==> src/rtl/bus_dev_fifo_if.sv <==
// rtl/bus_dev_fifo_if.sv - bus-side pending/pop/push handshake bundle
interface bus_dev_fifo_if #(
    parameter int pckg_sz = 16
) ();
    logic               pndng;
    logic [pckg_sz-1:0] D_pop;
    logic               pop;
    logic               push;
    logic [pckg_sz-1:0] D_push;

    modport master (
        input  pndng,
        input  D_pop,
        output pop,
        output push,
        output D_push
    );

    modport slave (
        output pndng,
        output D_pop,
        input  pop,
        input  push,
        input  D_push
    );
endinterface

==> src/rtl/bus_dev_fifo.sv <==
// rtl/bus_dev_fifo.sv - bus device endpoint with host TX FIFO and address-filtered RX FIFO
module bus_dev_fifo #(
    parameter int         pckg_sz   = 16,
    parameter int         depth     = 8,
    parameter logic [7:0] id        = 8'd0,
    parameter logic [7:0] broadcast = 8'hFF
) (
    input  logic               clk,
    input  logic               reset,
    bus_dev_fifo_if.slave      bus,
    input  logic               host_push,
    input  logic [pckg_sz-1:0] host_wdata,
    output logic               tx_full,
    input  logic               host_pop,
    output logic [pckg_sz-1:0] host_rdata,
    output logic               rx_empty,
    output logic [7:0]         rx_drops,
    output logic               err
);
    localparam int aw = $clog2(depth);
    localparam logic [aw-1:0] ptr_one  = 1;
    localparam logic [aw:0]   cnt_one  = 1;
    localparam logic [aw:0]   cnt_full = (aw + 1)'(depth);

    logic [pckg_sz-1:0] tx_mem [depth];
    logic [pckg_sz-1:0] rx_mem [depth];
    logic [aw-1:0]      tx_rd, tx_wr, rx_rd, rx_wr;
    logic [aw:0]        tx_cnt, rx_cnt;

    logic tx_is_empty, tx_is_full, rx_is_empty, rx_is_full;
    logic tx_do_pop, tx_do_push, rx_match, rx_acc, rx_do_pop, rx_do_push, rx_drop;

    assign tx_is_empty = (tx_cnt == '0);
    assign tx_is_full  = (tx_cnt == cnt_full);
    assign rx_is_empty = (rx_cnt == '0);
    assign rx_is_full  = (rx_cnt == cnt_full);

    // A write into a full FIFO is only room-safe when the head leaves in the same cycle.
    assign tx_do_pop  = bus.pop && !tx_is_empty;
    assign tx_do_push = host_push && (!tx_is_full || tx_do_pop);

    assign rx_match   = (bus.D_push[pckg_sz-1 -: 8] == id) || (bus.D_push[pckg_sz-1 -: 8] == broadcast);
    assign rx_acc     = bus.push && rx_match;
    assign rx_do_pop  = host_pop && !rx_is_empty;
    assign rx_do_push = rx_acc && (!rx_is_full || rx_do_pop);
    assign rx_drop    = rx_acc && rx_is_full && !rx_do_pop;

    // Storage arrays carry no reset; the counts mask stale entries on the outputs.
    always_ff @(posedge clk) begin
        if (reset && tx_do_push) tx_mem[tx_wr] <= host_wdata;
        if (reset && rx_do_push) rx_mem[rx_wr] <= bus.D_push;
    end

    // TX pointers and occupancy.
    always_ff @(posedge clk or negedge reset) begin
        if (!reset) begin
            tx_rd  <= '0;
            tx_wr  <= '0;
            tx_cnt <= '0;
        end else begin
            if (tx_do_pop)  tx_rd <= tx_rd + ptr_one;
            if (tx_do_push) tx_wr <= tx_wr + ptr_one;
            case ({tx_do_push, tx_do_pop})
                2'b10:   tx_cnt <= tx_cnt + cnt_one;
                2'b01:   tx_cnt <= tx_cnt - cnt_one;
                default: tx_cnt <= tx_cnt;
            endcase
        end
    end

    // RX pointers, occupancy and saturating overflow counter.
    always_ff @(posedge clk or negedge reset) begin
        if (!reset) begin
            rx_rd    <= '0;
            rx_wr    <= '0;
            rx_cnt   <= '0;
            rx_drops <= '0;
        end else begin
            if (rx_do_pop)  rx_rd <= rx_rd + ptr_one;
            if (rx_do_push) rx_wr <= rx_wr + ptr_one;
            case ({rx_do_push, rx_do_pop})
                2'b10:   rx_cnt <= rx_cnt + cnt_one;
                2'b01:   rx_cnt <= rx_cnt - cnt_one;
                default: rx_cnt <= rx_cnt;
            endcase
            if (rx_drop && rx_drops != 8'hFF) rx_drops <= rx_drops + 8'd1;
        end
    end

    // Sticky underflow flag for either side reading an empty FIFO.
    always_ff @(posedge clk or negedge reset) begin
        if (!reset) begin
            err <= 1'b0;
        end else if ((bus.pop && tx_is_empty) || (host_pop && rx_is_empty)) begin
            err <= 1'b1;
        end
    end

    assign bus.pndng  = !tx_is_empty;
    assign bus.D_pop  = tx_is_empty ? '0 : tx_mem[tx_rd];
    assign tx_full    = tx_is_full;
    assign rx_empty   = rx_is_empty;
    assign host_rdata = rx_is_empty ? '0 : rx_mem[rx_rd];
endmodule

==> src/flat_wrapper.sv <==
// flat-port wrapper written by rule: the top's interface ports become plain ports
module bus_dev_fifo_flat 
#(
    parameter int         pckg_sz   = 16,
    parameter int         depth     = 8,
    parameter logic [7:0] id        = 8'd0,
    parameter logic [7:0] broadcast = 8'hFF
)
  (clk, reset, host_push, host_wdata, tx_full, host_pop, host_rdata, rx_empty, rx_drops, err, bus_pndng, bus_D_pop, bus_pop, bus_push, bus_D_push);
  bus_dev_fifo_if #(.pckg_sz(pckg_sz)) bus_i ();
  input  logic clk;
  input  logic reset;
  input  logic host_push;
  input  logic [pckg_sz-1:0] host_wdata;
  output logic tx_full;
  input  logic host_pop;
  output logic [pckg_sz-1:0] host_rdata;
  output logic rx_empty;
  output logic [7:0] rx_drops;
  output logic err;
  output wire logic [$bits(bus_i.pndng)-1:0] bus_pndng;
  output wire logic [$bits(bus_i.D_pop)-1:0] bus_D_pop;
  input wire logic [$bits(bus_i.pop)-1:0] bus_pop;
  input wire logic [$bits(bus_i.push)-1:0] bus_push;
  input wire logic [$bits(bus_i.D_push)-1:0] bus_D_push;
  assign bus_pndng = bus_i.pndng;
  assign bus_D_pop = bus_i.D_pop;
  assign bus_i.pop = bus_pop;
  assign bus_i.push = bus_push;
  assign bus_i.D_push = bus_D_push;
  bus_dev_fifo #(.pckg_sz(pckg_sz), .depth(depth), .id(id), .broadcast(broadcast)) u_core (.clk(clk), .reset(reset), .bus(bus_i), .host_push(host_push), .host_wdata(host_wdata), .tx_full(tx_full), .host_pop(host_pop), .host_rdata(host_rdata), .rx_empty(rx_empty), .rx_drops(rx_drops), .err(err));
endmodule
==> config.mk <==
export PLATFORM = sky130hd
export DESIGN_NAME = bus_dev_fifo_flat
export DESIGN_NICKNAME = d
export VERILOG_FILES = /design/src/rtl/bus_dev_fifo_if.sv /design/src/rtl/bus_dev_fifo.sv /design/src/flat_wrapper.sv
export SDC_FILE = /design/constraint.sdc
export NUM_CORES = 1
export LEC_CHECK = 0
export ABC_CLOCK_PERIOD_IN_PS = 3900
export CAP_MARGIN = 5
export CORE_ASPECT_RATIO = 2
export CORE_MARGIN = 5
export CORE_UTILIZATION = 34
export CTS_BUF_LIST = sky130_fd_sc_hd__clkbuf_16
export DETAILED_ROUTE_END_ITERATION = 7
export PLACE_DENSITY_LB_ADDON = 0.1
export SLEW_MARGIN = 5
export SYNTH_ARGS = -nofsm -noshare
export SYNTH_HDL_FRONTEND = slang
export SYNTH_SLANG_ARGS = --single-unit
==> constraint.sdc <==
create_clock -name clk -period 3.9 [get_ports clk]
set_clock_uncertainty 0.15 [all_clocks]
set_input_delay 0.78 -clock clk [delete_from_list [all_inputs] [get_ports clk]]
set_output_delay 0.78 -clock clk [all_outputs]
set_load 0.02 [all_outputs]
==> flow_metrics.tcl, run 1 <==
set metrics [dict create \
    worstMarginPinSlew_ns 0.551 \
    final_cell_area_sq_um 13900 \
    grt_pass1_wl_um 38900 \
    avgSynthCellArea_sq_um 19.9 \
    dpl_cell_area_sq_um 13100 \
    synth_compound_area_share_pct 1.25 \
    io_pins 82 \
    cts_root_buf "clkbuf_16" \
    synth_top_family_by_area "multiplexers" \
    drc 0 \
    grt_start_max_net_pins 33 \
    min_period_over_period_pct 94.0 \
    wl_per_cell_um 22.0 \
    start_kind "flip-flop" \
    mostFrequentLayoutCell "edfxtp_1" \
    worstSetupPathType "flip-flop to output port" \
    synth_simple_gate_area_share_pct 4.52 \
    tns_ns 0 \
    die_area_sq_um 37600 \
    drt_iter0_drc 308 \
    arrival_ns 2.74 \
    grt_use_total_pct 13.5 \
    final_cell_mix "edfxtp_1 (256), clkdlybuf4s50_1 (80), mux4_2 (64), nor2_1 (44), mux2i_1 (34)" \
    grt_pass1_vias 6411 \
    cts.clk_slew.worst_paths_ns 0.07 \
    syn_area_sq_um 11400 \
    rows 95 \
    ys_warn_count 0 \
    fin_crit_ns 3.67 \
    overflow 0 \
    io_buffer_count 81 \
    drive_gt1_share_pct 24.1 \
    rsz0062_at_grt "false" \
    tritoncts "yes" \
    vdd_drop_max_mv 0.381 \
    yosysUniqueCellTypes 51 \
    pwr_density_cell_nw_per_um2 684 \
    postCtsSetupBuffers 0 \
    hold_class "flip-flop to flip-flop" \
    synthCells 574 \
    drt_wl_total_um 25400 \
    cp-end-kind "output port" \
    clk_latency_ns 0.54 \
    synth_top_area_cell "edfxtp_1" \
    yosysTopAreaCellShare_pct 67.2 \
    maxCapViolCount 0 \
    start_util_pct 34.2 \
    core_area_sq_um 33400 \
    yosysSeqAreaShare_pct 73.6 \
    relSlewSlack_pct 63.3 \
    synth_xor_area_share_pct 1.38 \
    worst-path-max-fanout 27 \
    synth_area_leaders "edfxtp_1 (67%), mux4_2 (13%), dfrtp_1 (6.3%), mux2i_1 (3.0%), nor2_1 (1.4%)" \
    gp_congestion 0.731 \
    utilization_pct 41.7 \
    outcome "completed" \
    vias_per_cell 4.90 \
    finalHoldViolCount 0 \
    fp.dieH_um 269 \
    antenna_found_initial 1 \
    fmax_ghz 0.273 \
    synth_fa_ha_area_share_pct 1.44 \
    synth_seq_cells 285 \
    dpl.hpwl_um 16400 \
    leakage_uw 0.00470 \
    synth_edf_count 256 \
    drtAntennaViolNets 0 \
    report.power.total_uw 9530 \
    cts_buffer_depth 3 \
    synth_mux_area_share_pct 16.4 \
    finalSetupViolations 0 \
    critPathRequiredTime_ns 2.97 \
    synthArstFlopShare_pct 10.2 \
    cts-htree-levels 1 \
    cts.sink_count 285 \
    vias 5642 \
    cts_made_buffers 26 \
    drv_slew 0 \
    final_nets 745 \
    syn_nets 624 \
    die_w_um 140 \
    dr.pass1.iters 4 \
    syn_to_final_growth_pct 21.8 \
    synth_flop_cell "edfxtp_1" \
]
==> path summary, 6_finish.rpt <==
kind / startpoint / endpoint / slack (ns) / cells past startpoint
worst max register to register: u_core.tx_cnt[0]$_DFFE_PN0P_ / u_core.tx_cnt[3]$_DFFE_PN0P_ / 0.82 / 11
worst max-delay path: u_core.tx_rd[0]$_DFFE_PN0N_ / bus_D_pop[11] / 0.23 / 5
worst min register to register: u_core.rx_rd[2]$_DFFE_PN0P_ / u_core.rx_rd[2]$_DFFE_PN0P_ / 0.32 / 1
max in group asynchronous: reset / u_core.rx_rd[0]$_DFFE_PN0P_ / 2.40 / 3
min in group asynchronous: reset / u_core.tx_wr[0]$_DFFE_PN0N_ / 0.54 / 2
worst min-delay path: u_core.rx_rd[2]$_DFFE_PN0P_ / u_core.rx_rd[2]$_DFFE_PN0P_ / 0.32 / 1
==> where the power goes <==
group	leakage [uW]	switching, uW	internal [uW]
Sequential	0.00266	242	3540
Clock	0.000430	1100	1420
Combinational	0.00161	1590	1640
Total	0.00470	2930	6600
==> critical path: stages, from the launching register on <==
cell and delay (ns):
dfrtp_2 0.54, buf_12 0.28, mux4_2 0.53, mux2i_1 0.16
nor2_1 0.09, clkdlybuf4s50_1 0.58
==> synth_stat cells (2+ instances only) <==
master,n
edfxtp_1,256
mux4_2,64
nor2_1,44
mux2i_1,34
dfrtp_1,29
nand2_1,13
clkbuf_1,12
inv_1,12
nor3_1,12
xnor2_1,11
ha_1,10
buf_2,7
nand3_1,7
xor2_1,7
mux2_2,6
nand2b_1,4
buf_1,3
nor4_2,3
a21o_1,2
a21oi_1,2
fa_1,2
nand3b_1,2
nand4_1,2
o21ai_0,2
o221ai_1,2
==> state kept, by name, indices dropped and copies added, names as in the netlist <==
name,flops
u_core.rx_drops,8
u_core.tx_rd,3
u_core.tx_mem,128
u_core.rx_wr,3
u_core.tx_cnt,4
u_core.rx_rd,3
u_core.tx_wr,3
u_core.err,1
u_core.rx_cnt,4
u_core.rx_mem,128
==> layout make-up <==
type | instances | area (sq um)
clock inverter | 22 | 200
antenna | 1 | 2.50
tap | 436 | 546
inverter | 13 | 51.3
fill | 2951 | 19500
sequential | 285 | 8420
timing repair buffer | 117 | 1130
multi-input combinational | 252 | 2930
clock buffer | 26 | 651
==> timing repair <==
| item | CTS | global route |
|---|---|---|
| hold buffers | 1 | 0 |
| hold endpoints to repair | 8 | 0 |
| gates resized for setup | 0 | 1 |
| endpoints found under the setup margin | 0 | 2 |
==> kinds of logic after synthesis <==
| logic type | count (synthesis) |
|---|---|
| and+or+nand+nor | 100 |
| muxes | 106 |
| adders and majority gates | 12 |
| DFF | 285 |
| buffers and inverters | 37 |
| xor gates and xnor gates | 18 |
| AOI/OAI and AO/OA | 16 |
==> layer usage <==
| layer | share of wire [%] | vias up | global-route usage (%) |
|---|---|---|---|
| met5 | 0 | - | 0 |
| met4 | 2.2 | 0 | 4.03 |
| met3 | 3.8 | 30 | 2.06 |
| met2 | 58 | 107 | 26.7 |
| met1 | 36 | 2971 | 14.5 |
| li1 | - | 2534 | - |
==> per-stage QoR <==
step | instances | hold slack (ns) | worst slack [ns]
floorplan | 574 | 0.327 | 0.444
global placement | 1102 | 0.314 | 0.275
detailed placement | 1102 | 0.314 | 0.272
CTS | 1151 | 0.327 | 0.0515
global route | 1152 | 0.338 | 0.00838
finish | 1152 | 0.322 | 0.232
(Power assumes the default switching activity.)
==> inputs of run 2 (changes only) <==
--- a/config.mk
+++ b/config.mk
@@ -9,7 +9,7 @@
 export CAP_MARGIN = 5
 export CORE_ASPECT_RATIO = 2
 export CORE_MARGIN = 5
-export CORE_UTILIZATION = 34
+export CORE_UTILIZATION = 55
 export CTS_BUF_LIST = sky130_fd_sc_hd__clkbuf_16
 export DETAILED_ROUTE_END_ITERATION = 7
 export PLACE_DENSITY_LB_ADDON = 0.1
==> flow_metrics.tcl, run 2 (synthesized netlist as in run 1, its figures left out) <==
set metrics [dict create \
    relSlewSlack_pct 65.8 \
    final_nets 746 \
    dpl.hpwl_um 14900 \
    hold_path.startpoint "u_core.err$_DFFE_PN0P_" \
    io_buffer_count 81 \
    diodes 0 \
    cts_made_buffers 24 \
    die_w_um 112 \
    grt_pass1_vias 6390 \
    slowest_stage "dfrtp_2" \
    gp_congestion 0.756 \
    worst_slack_ns 0.212 \
    cts.clk_slew.worst_paths_ns 0.07 \
    vdd_drop_max_mv 0.495 \
    cp-end-kind "output port" \
    drt_iter0_drc 246 \
    reg2reg_from "u_core.tx_cnt[0]$_DFFE_PN0P_" \
    worstSetupPathType "flip-flop to output port" \
    clk_latency_ns 0.52 \
    fin_crit_ns 3.69 \
    start_kind "flip-flop" \
    crit_buf_inv 2 \
    grt_start_max_net_pins 35 \
    tritoncts "yes" \
    drive_gt1_share_pct 24.9 \
    worstMarginPinSlew_ns 0.513 \
    io_pins 82 \
    fp.dieH_um 214 \
    mostFrequentLayoutCell "edfxtp_1" \
    pwr_density_cell_nw_per_um2 678 \
    arrival_ns 2.76 \
    holdWs_ns 0.340 \
    vias_per_cell 5.84 \
    worst-path-max-fanout 26 \
    cts_buffer_depth 3 \
    drtAntennaViolNets 0 \
    postCtsSetupBuffers 0 \
    fmax_ghz 0.271 \
    overflow 0 \
    core_area_sq_um 20500 \
    critPathRequiredTime_ns 2.97 \
    finalSetupViolations 0 \
    syn_to_final_growth_pct 19.2 \
    largestRegisters "u_core.rx_mem: 128 flops, u_core.tx_mem: 128 flops, u_core.rx_drops: 8 flops" \
    cts-htree-levels 1 \
    drc 0 \
    maxCapViolCount 0 \
    rsz0062_at_grt "false" \
    crit_family "buffers and inverters" \
    grt_pass1_wl_um 35700 \
    outcome "completed" \
    die_area_sq_um 23900 \
    tns_ns 0 \
    leakage_uw 0.00465 \
    cts_hold_buf 0 \
    post-place-ws_ns 0.249 \
    min_period_over_period_pct 94.6 \
    rows 74 \
    vias 5721 \
    startpoint "u_core.tx_rd[0]$_DFFE_PN0N_" \
    hold_class "flip-flop to flip-flop" \
    grt_use_total_pct 19.7 \
    max_stage_delay_ns 0.57 \
    antenna_found_initial 0 \
    drv_slew 0 \
    dr.pass1.iters 6 \
    cts.sink_count 285 \
    start_util_pct 55.9 \
    cp_cell_sequence "buf_12, mux4_2, mux2i_1, nor2_1, clkdlybuf4s50_1" \
    wl_per_cell_um 23.2 \
    drt_wl_total_um 22700 \
    cts_root_buf "clkbuf_16" \
    final_cell_mix "edfxtp_1 (256), clkdlybuf4s50_1 (81), mux4_2 (64), nor2_1 (44), buf_4 (37)" \
    finalHoldViolCount 0 \
    cts_resized 0 \
]
run 2: changes by cell type in the layout (fill, tap and decap cells not counted), sizes merged:
cell and change:
inv -5, buf +3, clkinv +3, bufinv -2, clkbuf -1, clkdlybuf4s50 +1
clkinvlp +1, diode -1, dlygate4sd3 -1
run 2: path summary, 6_finish.rpt:
| path | endpoint | slack, ns | depth (start not counted) |
|---|---|---|---|
| max | bus_D_pop[5] | 0.21 | 5 |
| min | u_core.err$_DFFE_PN0P_ | 0.34 | 1 |
| max reg2reg | u_core.tx_cnt[3]$_DFFE_PN0P_ | 0.84 | 11 |
| min reg2reg | u_core.err$_DFFE_PN0P_ | 0.34 | 1 |
| max in group asynchronous | u_core.tx_rd[0]$_DFFE_PN0N_ | 2.82 | 2 |
| min in group asynchronous | u_core.rx_rd[1]$_DFFE_PN0P_ | 0.49 | 2 |
run 2: routing by layer:
layer	track usage, %	wire (um)	vias up
met4	5.10	323	0
met5	0	0	-
met2	40.5	13500	127
met3	2.88	897	21
li1	-	-	2541
met1	20.4	7970	3032
run 2: layout make-up:
class / instances / area (sq um)
sequential: 285 / 8420
fill: 1327 / 6840
multi-input combinational: 252 / 2930
timing repair buffer: 120 / 1130
clock buffer: 25 / 626
tap: 266 / 333
clock inverter: 19 / 139
inverter: 13 / 51.3
run 2: metrics by stage:
step / utilization, % / cells / total power [uW] / cell area, sq um
6_report: 66.6 / 980 / 9240 / 13600
5_1_grt: 66.6 / 980 / 9710 / 13600
4_1_cts: 66.6 / 980 / 9380 / 13600
3_5_place_dp: 62.8 / 936 / 7080 / 12900
3_3_place_gp: 62.8 / 936 / 6980 / 12900
2_1_floorplan: - / 574 / 5850 / 11400
run 2: power by group:
| part | internal (uW) | switching, uW | leakage (uW) |
|---|---|---|---|
| logic | 1620 | 1630 | 0.00162 |
| registers | 3540 | 169 | 0.00266 |
| clock network | 1240 | 1050 | 0.000373 |
